File: config.mk
export PLATFORM = sky130hd
export DESIGN_NAME = id_ex_stage
export DESIGN_NICKNAME = d
export VERILOG_FILES = /design/src/rtl/id_ex_stage_pkg.sv /design/src/rtl/id_ex_stage_control_decode.sv /design/src/rtl/id_ex_stage.sv
export SDC_FILE = /design/constraint.sdc
export NUM_CORES = 1
export LEC_CHECK = 0
export BUFFER_PORTS_ARGS = -buffer_cell sky130_fd_sc_hd__buf_2
export CORE_AREA = 2 2 144 146
export DETAILED_ROUTE_END_ITERATION = 8
export DIE_AREA = 0 0 146 148
export MAX_ROUTING_LAYER = met4
export PLACE_DENSITY = 0.64
export SLEW_MARGIN = 15
export SYNTH_ARGS = -nofsm -noshare
export SYNTH_HDL_FRONTEND = slang
export SYNTH_SLANG_ARGS = --single-unit
File: constraint.sdc
create_clock -name clk -period 5.6 [get_ports clk]
set_clock_uncertainty 0.05 [all_clocks]
set_input_delay 0 -clock clk [delete_from_list [all_inputs] [get_ports clk]]
set_output_delay 0 -clock clk [all_outputs]
set_load 0.02 [all_outputs]
File: src/rtl/id_ex_stage_pkg.sv
// Shared decode constants and control bundles for the ID/EX stage.
// Opcodes, funct codes, ALU op codes and the control-bundle layout.
package id_ex_stage_pkg;

    localparam logic [5:0] OP_RTYPE = 6'h00;
    localparam logic [5:0] OP_J     = 6'h02;
    localparam logic [5:0] OP_BEQ   = 6'h04;
    localparam logic [5:0] OP_ADDI  = 6'h08;
    localparam logic [5:0] OP_SLTI  = 6'h0A;
    localparam logic [5:0] OP_ANDI  = 6'h0C;
    localparam logic [5:0] OP_ORI   = 6'h0D;
    localparam logic [5:0] OP_LUI   = 6'h0F;
    localparam logic [5:0] OP_LW    = 6'h23;
    localparam logic [5:0] OP_SW    = 6'h2B;

    localparam logic [5:0] FN_SLL  = 6'h00;
    localparam logic [5:0] FN_SRL  = 6'h02;
    localparam logic [5:0] FN_ADD  = 6'h20;
    localparam logic [5:0] FN_ADDU = 6'h21;
    localparam logic [5:0] FN_SUB  = 6'h22;
    localparam logic [5:0] FN_SUBU = 6'h23;
    localparam logic [5:0] FN_AND  = 6'h24;
    localparam logic [5:0] FN_OR   = 6'h25;
    localparam logic [5:0] FN_XOR  = 6'h26;
    localparam logic [5:0] FN_NOR  = 6'h27;
    localparam logic [5:0] FN_SLT  = 6'h2A;

    localparam logic [3:0] ALU_ADD = 4'd0;
    localparam logic [3:0] ALU_SUB = 4'd1;
    localparam logic [3:0] ALU_AND = 4'd2;
    localparam logic [3:0] ALU_OR  = 4'd3;
    localparam logic [3:0] ALU_XOR = 4'd4;
    localparam logic [3:0] ALU_NOR = 4'd5;
    localparam logic [3:0] ALU_SLT = 4'd6;
    localparam logic [3:0] ALU_SLL = 4'd7;
    localparam logic [3:0] ALU_SRL = 4'd8;

    typedef enum logic [1:0] {
        IMM_SEXT = 2'd0,
        IMM_ZEXT = 2'd1,
        IMM_LUI  = 2'd2
    } imm_sel_e;

    typedef struct packed {
        logic [3:0] alu_op;
        logic       alusrc;
        logic       regwrite;
        logic       memread;
        logic       memwrite;
        logic       branch;
        logic       jump;
    } ex_ctrl_t;

    typedef struct packed {
        ex_ctrl_t ex;
        imm_sel_e imm_sel;
        logic     dst_rd;
        logic     use_rs;
        logic     use_rt;
        logic     zero_rs;
    } dec_t;

endpackage

File: src/rtl/id_ex_stage_control_decode.sv
// Combinational opcode/funct decoder for the ID stage.
// Unrecognised encodings fall out as an all-zero bundle (NOP).
module id_control_decode
    import id_ex_stage_pkg::*;
(
    input  logic [5:0] opcode_i,
    input  logic [5:0] funct_i,
    output dec_t       dec_o
);

    always_comb begin
        dec_o = '0;
        unique case (opcode_i)
            OP_RTYPE: begin
                dec_o.dst_rd      = 1'b1;
                dec_o.ex.regwrite = 1'b1;
                dec_o.use_rs      = 1'b1;
                dec_o.use_rt      = 1'b1;
                unique case (funct_i)
                    FN_ADD, FN_ADDU: dec_o.ex.alu_op = ALU_ADD;
                    FN_SUB, FN_SUBU: dec_o.ex.alu_op = ALU_SUB;
                    FN_AND:          dec_o.ex.alu_op = ALU_AND;
                    FN_OR:           dec_o.ex.alu_op = ALU_OR;
                    FN_XOR:          dec_o.ex.alu_op = ALU_XOR;
                    FN_NOR:          dec_o.ex.alu_op = ALU_NOR;
                    FN_SLT:          dec_o.ex.alu_op = ALU_SLT;
                    FN_SLL: begin
                        dec_o.ex.alu_op = ALU_SLL;
                        dec_o.use_rs    = 1'b0;
                    end
                    FN_SRL: begin
                        dec_o.ex.alu_op = ALU_SRL;
                        dec_o.use_rs    = 1'b0;
                    end
                    default: begin
                        dec_o.ex.regwrite = 1'b0;
                        dec_o.use_rs      = 1'b0;
                        dec_o.use_rt      = 1'b0;
                    end
                endcase
            end
            OP_ADDI, OP_SLTI: begin
                dec_o.ex.alu_op   = (opcode_i == OP_SLTI) ? ALU_SLT : ALU_ADD;
                dec_o.ex.alusrc   = 1'b1;
                dec_o.ex.regwrite = 1'b1;
                dec_o.use_rs      = 1'b1;
            end
            OP_LW: begin
                dec_o.ex.alusrc   = 1'b1;
                dec_o.ex.regwrite = 1'b1;
                dec_o.ex.memread  = 1'b1;
                dec_o.use_rs      = 1'b1;
            end
            OP_SW: begin
                dec_o.ex.alusrc   = 1'b1;
                dec_o.ex.memwrite = 1'b1;
                dec_o.use_rs      = 1'b1;
                dec_o.use_rt      = 1'b1;
            end
            OP_BEQ: begin
                dec_o.ex.alu_op = ALU_SUB;
                dec_o.ex.branch = 1'b1;
                dec_o.use_rs    = 1'b1;
                dec_o.use_rt    = 1'b1;
            end
            OP_ANDI, OP_ORI: begin
                dec_o.ex.alu_op   = (opcode_i == OP_ORI) ? ALU_OR : ALU_AND;
                dec_o.ex.alusrc   = 1'b1;
                dec_o.ex.regwrite = 1'b1;
                dec_o.imm_sel     = IMM_ZEXT;
                dec_o.use_rs      = 1'b1;
            end
            OP_LUI: begin
                dec_o.ex.alusrc   = 1'b1;
                dec_o.ex.regwrite = 1'b1;
                dec_o.imm_sel     = IMM_LUI;
                dec_o.zero_rs     = 1'b1;
            end
            OP_J: dec_o.ex.jump = 1'b1;
            default: ;
        endcase
    end

endmodule

File: src/rtl/id_ex_stage.sv
// Decode stage and ID/EX pipeline register: operand read with WB bypass,
// load-use stall detection, branch flush and registered control for EX.
module id_ex_stage
    import id_ex_stage_pkg::*;
#(
    parameter int DATA_W    = 32,
    parameter int RA_W      = 5,
    parameter bit WB_BYPASS = 1'b1
) (
    input  logic              clk,
    input  logic              rst,
    input  logic              id_valid,
    input  logic [31:0]       id_instr,
    input  logic [31:0]       id_pc4,
    output logic [RA_W-1:0]   ra1,
    output logic [RA_W-1:0]   ra2,
    input  logic [DATA_W-1:0] rd1,
    input  logic [DATA_W-1:0] rd2,
    input  logic              wb_we,
    input  logic [RA_W-1:0]   wb_wa,
    input  logic [DATA_W-1:0] wb_wd,
    input  logic              ex_flush,
    output logic              id_stall,
    output logic              ex_valid,
    output logic [DATA_W-1:0] ex_rs_val,
    output logic [DATA_W-1:0] ex_rt_val,
    output logic [DATA_W-1:0] ex_imm,
    output logic [RA_W-1:0]   ex_rs,
    output logic [RA_W-1:0]   ex_rt,
    output logic [RA_W-1:0]   ex_wa,
    output logic [4:0]        ex_shamt,
    output logic [25:0]       ex_jidx,
    output logic [31:0]       ex_pc4,
    output logic [3:0]        ex_alu_op,
    output logic              ex_alusrc,
    output logic              ex_regwrite,
    output logic              ex_memread,
    output logic              ex_memwrite,
    output logic              ex_branch,
    output logic              ex_jump
);

    dec_t              dec;
    ex_ctrl_t          ctrl, ctrl_d, ctrl_q;
    logic [RA_W-1:0]   rd_idx, wa;
    logic [DATA_W-1:0] rs_val, rt_val, imm;
    logic              hz;

    logic              valid_d, valid_q;
    logic [DATA_W-1:0] rsv_d, rsv_q, rtv_d, rtv_q, imm_d, imm_q;
    logic [RA_W-1:0]   rs_d, rs_q, rt_d, rt_q, wa_d, wa_q;
    logic [4:0]        shamt_d, shamt_q;
    logic [25:0]       jidx_d, jidx_q;
    logic [31:0]       pc4_d, pc4_q;

    // Same-cycle WB write wins over the register file's stale read.
    function automatic logic [DATA_W-1:0] rdval(
        input logic [RA_W-1:0]   src,
        input logic [DATA_W-1:0] rf,
        input logic              we,
        input logic [RA_W-1:0]   wa_wb,
        input logic [DATA_W-1:0] wd
    );
        if (src == '0)
            return '0;
        if (WB_BYPASS && we && (wa_wb == src))
            return wd;
        return rf;
    endfunction

    id_control_decode u_dec (
        .opcode_i (id_instr[31:26]),
        .funct_i  (id_instr[5:0]),
        .dec_o    (dec)
    );

    assign ra1    = RA_W'(id_instr[25:21]);
    assign ra2    = RA_W'(id_instr[20:16]);
    assign rd_idx = RA_W'(id_instr[15:11]);

    always_comb begin
        wa     = dec.dst_rd ? rd_idx : ra2;
        rs_val = dec.zero_rs ? '0 : rdval(ra1, rd1, wb_we, wb_wa, wb_wd);
        rt_val = rdval(ra2, rd2, wb_we, wb_wa, wb_wd);
        unique case (dec.imm_sel)
            IMM_ZEXT: imm = DATA_W'({16'h0, id_instr[15:0]});
            IMM_LUI:  imm = DATA_W'({id_instr[15:0], 16'h0});
            default:  imm = {{(DATA_W-16){id_instr[15]}}, id_instr[15:0]};
        endcase
        ctrl          = dec.ex;
        ctrl.regwrite = dec.ex.regwrite & (wa != '0);
    end

    assign hz = id_valid & valid_q & ctrl_q.memread & (wa_q != '0)
              & ((dec.use_rs & (wa_q == ra1))
              |  (dec.use_rt & (wa_q == ra2)));

    assign id_stall = hz & ~ex_flush & ~rst;

    always_comb begin
        valid_d = 1'b0;
        ctrl_d  = '0;
        rsv_d   = '0;
        rtv_d   = '0;
        imm_d   = '0;
        rs_d    = '0;
        rt_d    = '0;
        wa_d    = '0;
        shamt_d = '0;
        jidx_d  = '0;
        pc4_d   = '0;
        if (!(ex_flush || hz)) begin
            valid_d = id_valid;
            ctrl_d  = ctrl;
            rsv_d   = rs_val;
            rtv_d   = rt_val;
            imm_d   = imm;
            rs_d    = ra1;
            rt_d    = ra2;
            wa_d    = wa;
            shamt_d = id_instr[10:6];
            jidx_d  = id_instr[25:0];
            pc4_d   = id_pc4;
        end
    end

    always_ff @(posedge clk) begin
        if (rst) begin
            valid_q <= 1'b0;
            ctrl_q  <= '0;
            rsv_q   <= '0;
            rtv_q   <= '0;
            imm_q   <= '0;
            rs_q    <= '0;
            rt_q    <= '0;
            wa_q    <= '0;
            shamt_q <= '0;
            jidx_q  <= '0;
            pc4_q   <= '0;
        end else begin
            valid_q <= valid_d;
            ctrl_q  <= ctrl_d;
            rsv_q   <= rsv_d;
            rtv_q   <= rtv_d;
            imm_q   <= imm_d;
            rs_q    <= rs_d;
            rt_q    <= rt_d;
            wa_q    <= wa_d;
            shamt_q <= shamt_d;
            jidx_q  <= jidx_d;
            pc4_q   <= pc4_d;
        end
    end

    assign ex_valid    = valid_q;
    assign ex_rs_val   = rsv_q;
    assign ex_rt_val   = rtv_q;
    assign ex_imm      = imm_q;
    assign ex_rs       = rs_q;
    assign ex_rt       = rt_q;
    assign ex_wa       = wa_q;
    assign ex_shamt    = shamt_q;
    assign ex_jidx     = jidx_q;
    assign ex_pc4      = pc4_q;
    assign ex_alu_op   = ctrl_q.alu_op;
    assign ex_alusrc   = ctrl_q.alusrc;
    assign ex_regwrite = ctrl_q.regwrite;
    assign ex_memread  = ctrl_q.memread;
    assign ex_memwrite = ctrl_q.memwrite;
    assign ex_branch   = ctrl_q.branch;
    assign ex_jump     = ctrl_q.jump;

endmodule
## Word level (Yosys, flattened, before mapping)

Cells that the tools add are included.

| storage, ports and cells | value |
|---|---|
| flip-flop bits (word level) | 185 |
| input port bits | 170 |
| output and inout port bits | 196 |
| word-level logic and storage cells | 107 |

| operators by class | value |
|---|---|
| eq/ne operators | 25 |
| muxes and demuxes | 33 |
| bitwise gates (word level) | 12 |
| reduce and logical (&&, ||, !) cells | 20 |

Operators by type and width:

| operator | count |
|---|---|
| 32-bit 2-to-1 mux | 8 |
| 6-bit == test, second input constant | 11 |
| 32-bit one-hot mux with 2 select lines | 1 |
| 4-bit one-hot mux with 8 select lines | 1 |
| 6-bit by 4-bit == test with 1-bit output, second input constant | 5 |
| 5-bit == test | 4 |
| 1-bit 2-to-1 mux | 16 |
| 4-bit one-hot mux with 4 select lines | 1 |
| 7-bit OR reduction | 2 |
| 6-bit by 2-bit == test with 1-bit output, second input constant | 2 |
| 6-bit zero test | 2 |
| 11-bit OR reduction | 1 |
| 5-bit zero test | 2 |
| 5-bit nonzero test | 2 |
| 2-bit OR reduction | 5 |
| 1-bit bitwise AND | 9 |
| 9-bit OR reduction | 1 |
| 6-bit by 3-bit == test with 1-bit output, second input constant | 1 |
| 1-bit one-hot mux with 2 select lines | 3 |
| 6-bit OR reduction | 1 |
| 5-bit 2-to-1 mux | 1 |
| 2-bit one-hot mux with 2 select lines | 1 |
| 3-bit 2-to-1 mux | 1 |
| 3-bit OR reduction | 1 |
| 6 further kinds | 8 |

## Logic depth before layout (Yosys ltp)

| depth | value |
|---|---|
| word-level depth | 9 |
| gate-level depth with buffers | 10 |

## By module

Synthesis repeated with hierarchy kept, for this count alone.

| second synthesis, totals | value |
|---|---|
| cell total of the unflattened synthesis | 603 |
| area total of the unflattened synthesis | 6243.5 µm² |

By module, submodules not included:

| module | times used | cells an instance | area an instance (µm²) |
|---|---|---|---|
| id_ex_stage | 1 | 537 | 5845.6 |
| id_control_decode | 1 | 66 | 397.9 |

## Least setup slack after synthesis

No wires, ideal clock.

| timing path | value |
|---|---|
| kind | input-to-reg |
| from | input id_instr[27] |
| to | register imm_q[19], in the netlist ex_imm[19] |
| setup time | 70 ps |
| arrival | 1716 ps |
| required time | 5480 ps |
| path slack | 3764 ps |
| stages | 9 |
| cells stage by stage | buf_2 nand2_1 nor4_1 inv_1 ha_1 nor2b_1 clkbuf_1 nand2_1 a21oi_1 |

| between the ends | value |
|---|---|
| cells in the longest elaborated chain, start to end | 8 |
| elaborated cells on any way between the ends | 24 |
| classes of those cells | eq/ne (10); mux (4); bitwise (4); reduce/logical (6) |

Ends and longest elaborated chain:

| item | RTL line | source |
|---|---|---|
| start, declared | id_ex_stage.sv:13 | `input logic [31:0] id_instr,` |
| 6-bit by 3-bit == test with 1-bit output (tied with other cells) | id_ex_stage_control_decode.sv:13 | `unique case (opcode_i)` |
| 7-bit OR reduction (no line) / 2-bit OR reduction (equally long branches) | - |  |
| 1-bit one-hot mux with 2 select lines | id_ex_stage_control_decode.sv:13 |  |
| 1-bit bitwise AND (on tied branches) | id_ex_stage.sv:95, id_ex_stage.sv:96 |  |
| 1-bit bitwise OR | id_ex_stage.sv:96 | `\| (dec.use_rt & (wa_q == ra2)));` |
| 1-bit bitwise AND | id_ex_stage.sv:95 | `& ((dec.use_rs & (wa_q == ra1))` |
| 1-bit logical OR | id_ex_stage.sv:112 | `if (!(ex_flush \|\| hz)) begin` |
| 2-bit OR reduction (no line) | - |  |
| end signal, assigned | id_ex_stage.sv:145 | `imm_q <= imm_d;` |
| end, declared | id_ex_stage.sv:50 | `logic [DATA_W-1:0] rsv_d, rsv_q, rtv_d, rtv_q, imm_d, imm_q;` |

Several ways; a longest one is shown, not always the timed one.
A chain may end at the register's enable or synchronous reset.

## Worst setup path in the final report

| timing path | value |
|---|---|
| from | input id_instr[27] |
| to | register ctrl_q, in the netlist ex_alu_op[3] |

| between the ends | value |
|---|---|
| cells in the longest elaborated chain, start to end | 8 |
| elaborated cells on any way between the ends | 21 |
| classes of those cells | eq/ne (7); mux (3); bitwise (4); reduce/logical (7) |

Ends and longest elaborated chain:

| item | RTL line | source |
|---|---|---|
| 6-bit by 3-bit == test with 1-bit output (tied with other cells) | id_ex_stage_control_decode.sv:13 |  |
| 7-bit OR reduction (no line) / 2-bit OR reduction (equally long branches) | - |  |
| 1-bit one-hot mux with 2 select lines | id_ex_stage_control_decode.sv:13 |  |
| 1-bit bitwise AND (on tied branches) | id_ex_stage.sv:95, id_ex_stage.sv:96 |  |
| 1-bit bitwise OR | id_ex_stage.sv:96 |  |
| 1-bit bitwise AND | id_ex_stage.sv:95 |  |
| 1-bit logical OR | id_ex_stage.sv:112 |  |
| 2-bit OR reduction (no line) | - |  |
| end signal, assigned | id_ex_stage.sv:142 | `ctrl_q <= ctrl_d;` |
| end, declared | id_ex_stage.sv:44 | `ex_ctrl_t ctrl, ctrl_d, ctrl_q;` |

Several ways; a longest one is shown, not always the timed one.

==> impl_metrics.env <==
export IMPL_status="complete, no violations"
export IMPL_cp_max_fo=13
export IMPL_cp_end_kind="flip-flop"
export IMPL_async_flop_share_pct=0
export IMPL_fin_ws_ns=2.40
export IMPL_overflow=0
export IMPL_fmax_ghz=0.313
export IMPL_path_cells="dlygate4sd3_1, buf_2, nor3_4, nand3b_1, a2111oi_2, nor3_1, o211ai_1, buf_4, nor4_1, dlygate4sd3_1"
export IMPL_core_area_mm2=0.0200
export IMPL_setup_worst_path_class="primary input to flip-flop"
export IMPL_ctsResizeCount=0
export IMPL_cp_required_ns=5.86
export IMPL_ys_ff_latch=170
export IMPL_synth_cells=610
export IMPL_dpl_hpwl_um=14300
export IMPL_final_cell_area_mm2=0.0108
export IMPL_grt_max_degree=76
export IMPL_antenna_found_initial=2
export IMPL_setup_violations=0
export IMPL_grt_pass1_vias=6577
export IMPL_synth_edf_count=0
export IMPL_drtPass1Iterations=4
export IMPL_slew_viol_final=0
export IMPL_gp_congestion=0.848
export IMPL_layout_nets=1300
export IMPL_htreeDepth=4
export IMPL_postSynthAreaPerCell_um2=10.6
export IMPL_peakVddDrop_v=0.000186
export IMPL_placed_area_mm2=0.00820
export IMPL_hold_viol=0
export IMPL_num_vias=6453
export IMPL_path_buf_inv=4
export IMPL_layout_commonest_cell="buf_2"
export IMPL_synthFlopType="dfxtp_1"
export IMPL_arrival_ns=3.46
export IMPL_worst_slew_pin_slew_ns=1.15
export IMPL_vias_per_cell=4.57
export IMPL_drcViolationCount=0
export IMPL_finalCritPeriodShare_pct=57.1
export IMPL_die_y_um=148
export IMPL_cp_top_family="buffers and inverters"
export IMPL_power_leakage_nw=5.43
export IMPL_drive_above_1_share_pct=41.5
export IMPL_synth_warnings=0
export IMPL_routed_wl_um=23600
export IMPL_grt_pass1_wl_um=35800
export IMPL_dp_slack_ns=2.63
export IMPL_slew_headroom_pct=22.7
export IMPL_ios=366
export IMPL_die_w_um=146
export IMPL_period_minus_slack_ns=3.20
export IMPL_slowest_stage="o211ai_1"
export IMPL_clk_latency_ns=0.42
export IMPL_rows=52
export IMPL_finalSetupTns_ns=0
export IMPL_portBuffers=365
export IMPL_whs_ns=0.144
export IMPL_drv_cap=0
export IMPL_netlist_area_mm2=0.00648
export IMPL_hold_class="primary input to flip-flop"
export IMPL_grt_setup_unrepaired="no"
export IMPL_postRouteAntennaNets=0
export IMPL_cts_inserted_buffers=17
export IMPL_wl_per_cell_um=16.7
export IMPL_root_buffer="clkbuf_16"
export IMPL_synth_nets=782
export IMPL_cts_tree="done"
export IMPL_startpoint_type="primary input"
export IMPL_p_per_area_mw_per_mm2=275
export IMPL_clkSlewWorstSetupHoldPaths_ns=0.08
export IMPL_area_delta_synth_final_pct=67.3
export IMPL_clock_sinks=170
export IMPL_slowest_delay_ns=0.59
export IMPL_die_area_mm2=0.0216
export IMPL_total_power_mw=2.97
export IMPL_netlist_cell_type_count=42
export IMPL_grt_usage_pct=21.7
export IMPL_clk_path_buf_depth=2
export IMPL_final_cell_mix="buf_2 (365), dlygate4sd3_1 (198), dfxtp_1 (170), and3_1 (83), mux2_2 (65)"
export IMPL_seq_area_frac_synth_pct=52.6
export IMPL_path_common_cell="dlygate4sd3_1"
export IMPL_drt_initial_drc_count=257
export IMPL_start_util_pct=32.3
metrics by stage:
stage	utilization (%)	instances
after detailed placement	40.9	1180
after global placement	40.9	1180
final	54.1	1413
after CTS	54.0	1410
after global routing	54.1	1413
after floorplan	-	610
state kept, by name (all words and copies together) (netlist names), 4 cells and up:
signal,count
ex_shamt,4
ex_imm,32
ex_alu_op,4
ex_wa,5
ex_rs,5
ex_rt_val,32
ex_rt,4
ex_rs_val,32
ex_pc4,32
ex_jidx,13
logic make-up (layout without fill, tap and decap cells):
family	count (synthesis)	count (layout)	share of synthesized area, %
compound gates	45	45	4.37
xor+xnor	21	21	2.84
fa+ha+maj	2	2	0.386
buf+inv	74	605	7.75
flops	170	170	52.6
mux	71	71	12.2
other cells	0	2	0
simple gates	227	227	19.9
where the power goes:
group / total (mW) / leakage, nW / internal, mW / switching [mW]
Sequential: 1.27 / 1.39 / 1.26 / 0.0154
Combinational: 0.460 / 3.73 / 0.235 / 0.225
Clock: 1.24 / 0.304 / 0.624 / 0.619
layout make-up:
type | count | area (um2)
Clock inverter | 15 | 209
Timing Repair Buffer | 569 | 3850
Antenna cell | 2 | 5.00
Clock buffer | 17 | 425
Multi-Input combinational cell | 366 | 2580
Tap cell | 270 | 338
Inverter | 4 | 15.0
Fill cell | 1727 | 9210
Sequential cell | 170 | 3400
final timing paths:
check | from | to | slack [ns] | cells past startpoint
max | id_instr[27] | ex_alu_op[3] | 2.40 | 10
min | ex_flush | ex_branch | 0.14 | 4
max reg2reg | ex_wa[1] | ex_alu_op[3] | 2.86 | 7
min reg2reg | ex_valid | ex_wa[3] | 1.08 | 5
routing by layer:
metal / wire, um / global-route usage [%] / vias to the layer above
met1: 9410 / 24.9 / 3032
met5: 0 / - / -
met2: 11900 / 36.7 / 290
met4: 566 / 7.91 / 0
li1: - / - / 3085
met3: 1690 / 5.59 / 46
cell usage after synthesis, drive strengths merged (6+ instances only):
master  count  area [um2]
mux2i       6        60.1
xor2       16         140
clkbuf     13        48.8
nor3       12        71.3
nor2       27         109
mux2       65         732
buf        57         438
a21oi      24         120
and3       83         519
nand2      28         105
and2       59         369
dfxtp     170        3400
worst register-to-register path, cell delays in order, from the launching register on:
cell and delay, ns:
dfxtp_1 0.41, nor3_1 0.08, a21oi_1 0.29, nand4_1 0.25, o211ai_1 0.65, buf_4 0.27, nor4_1 0.06, dlygate4sd3_1 0.57
what timing repair did:
action	4_1_cts	5_1_grt
hold buffers	198	0
buffers inserted	0	0
endpoints found under the hold margin	169	0
Note: power is estimated with default switching activity, not from simulation.
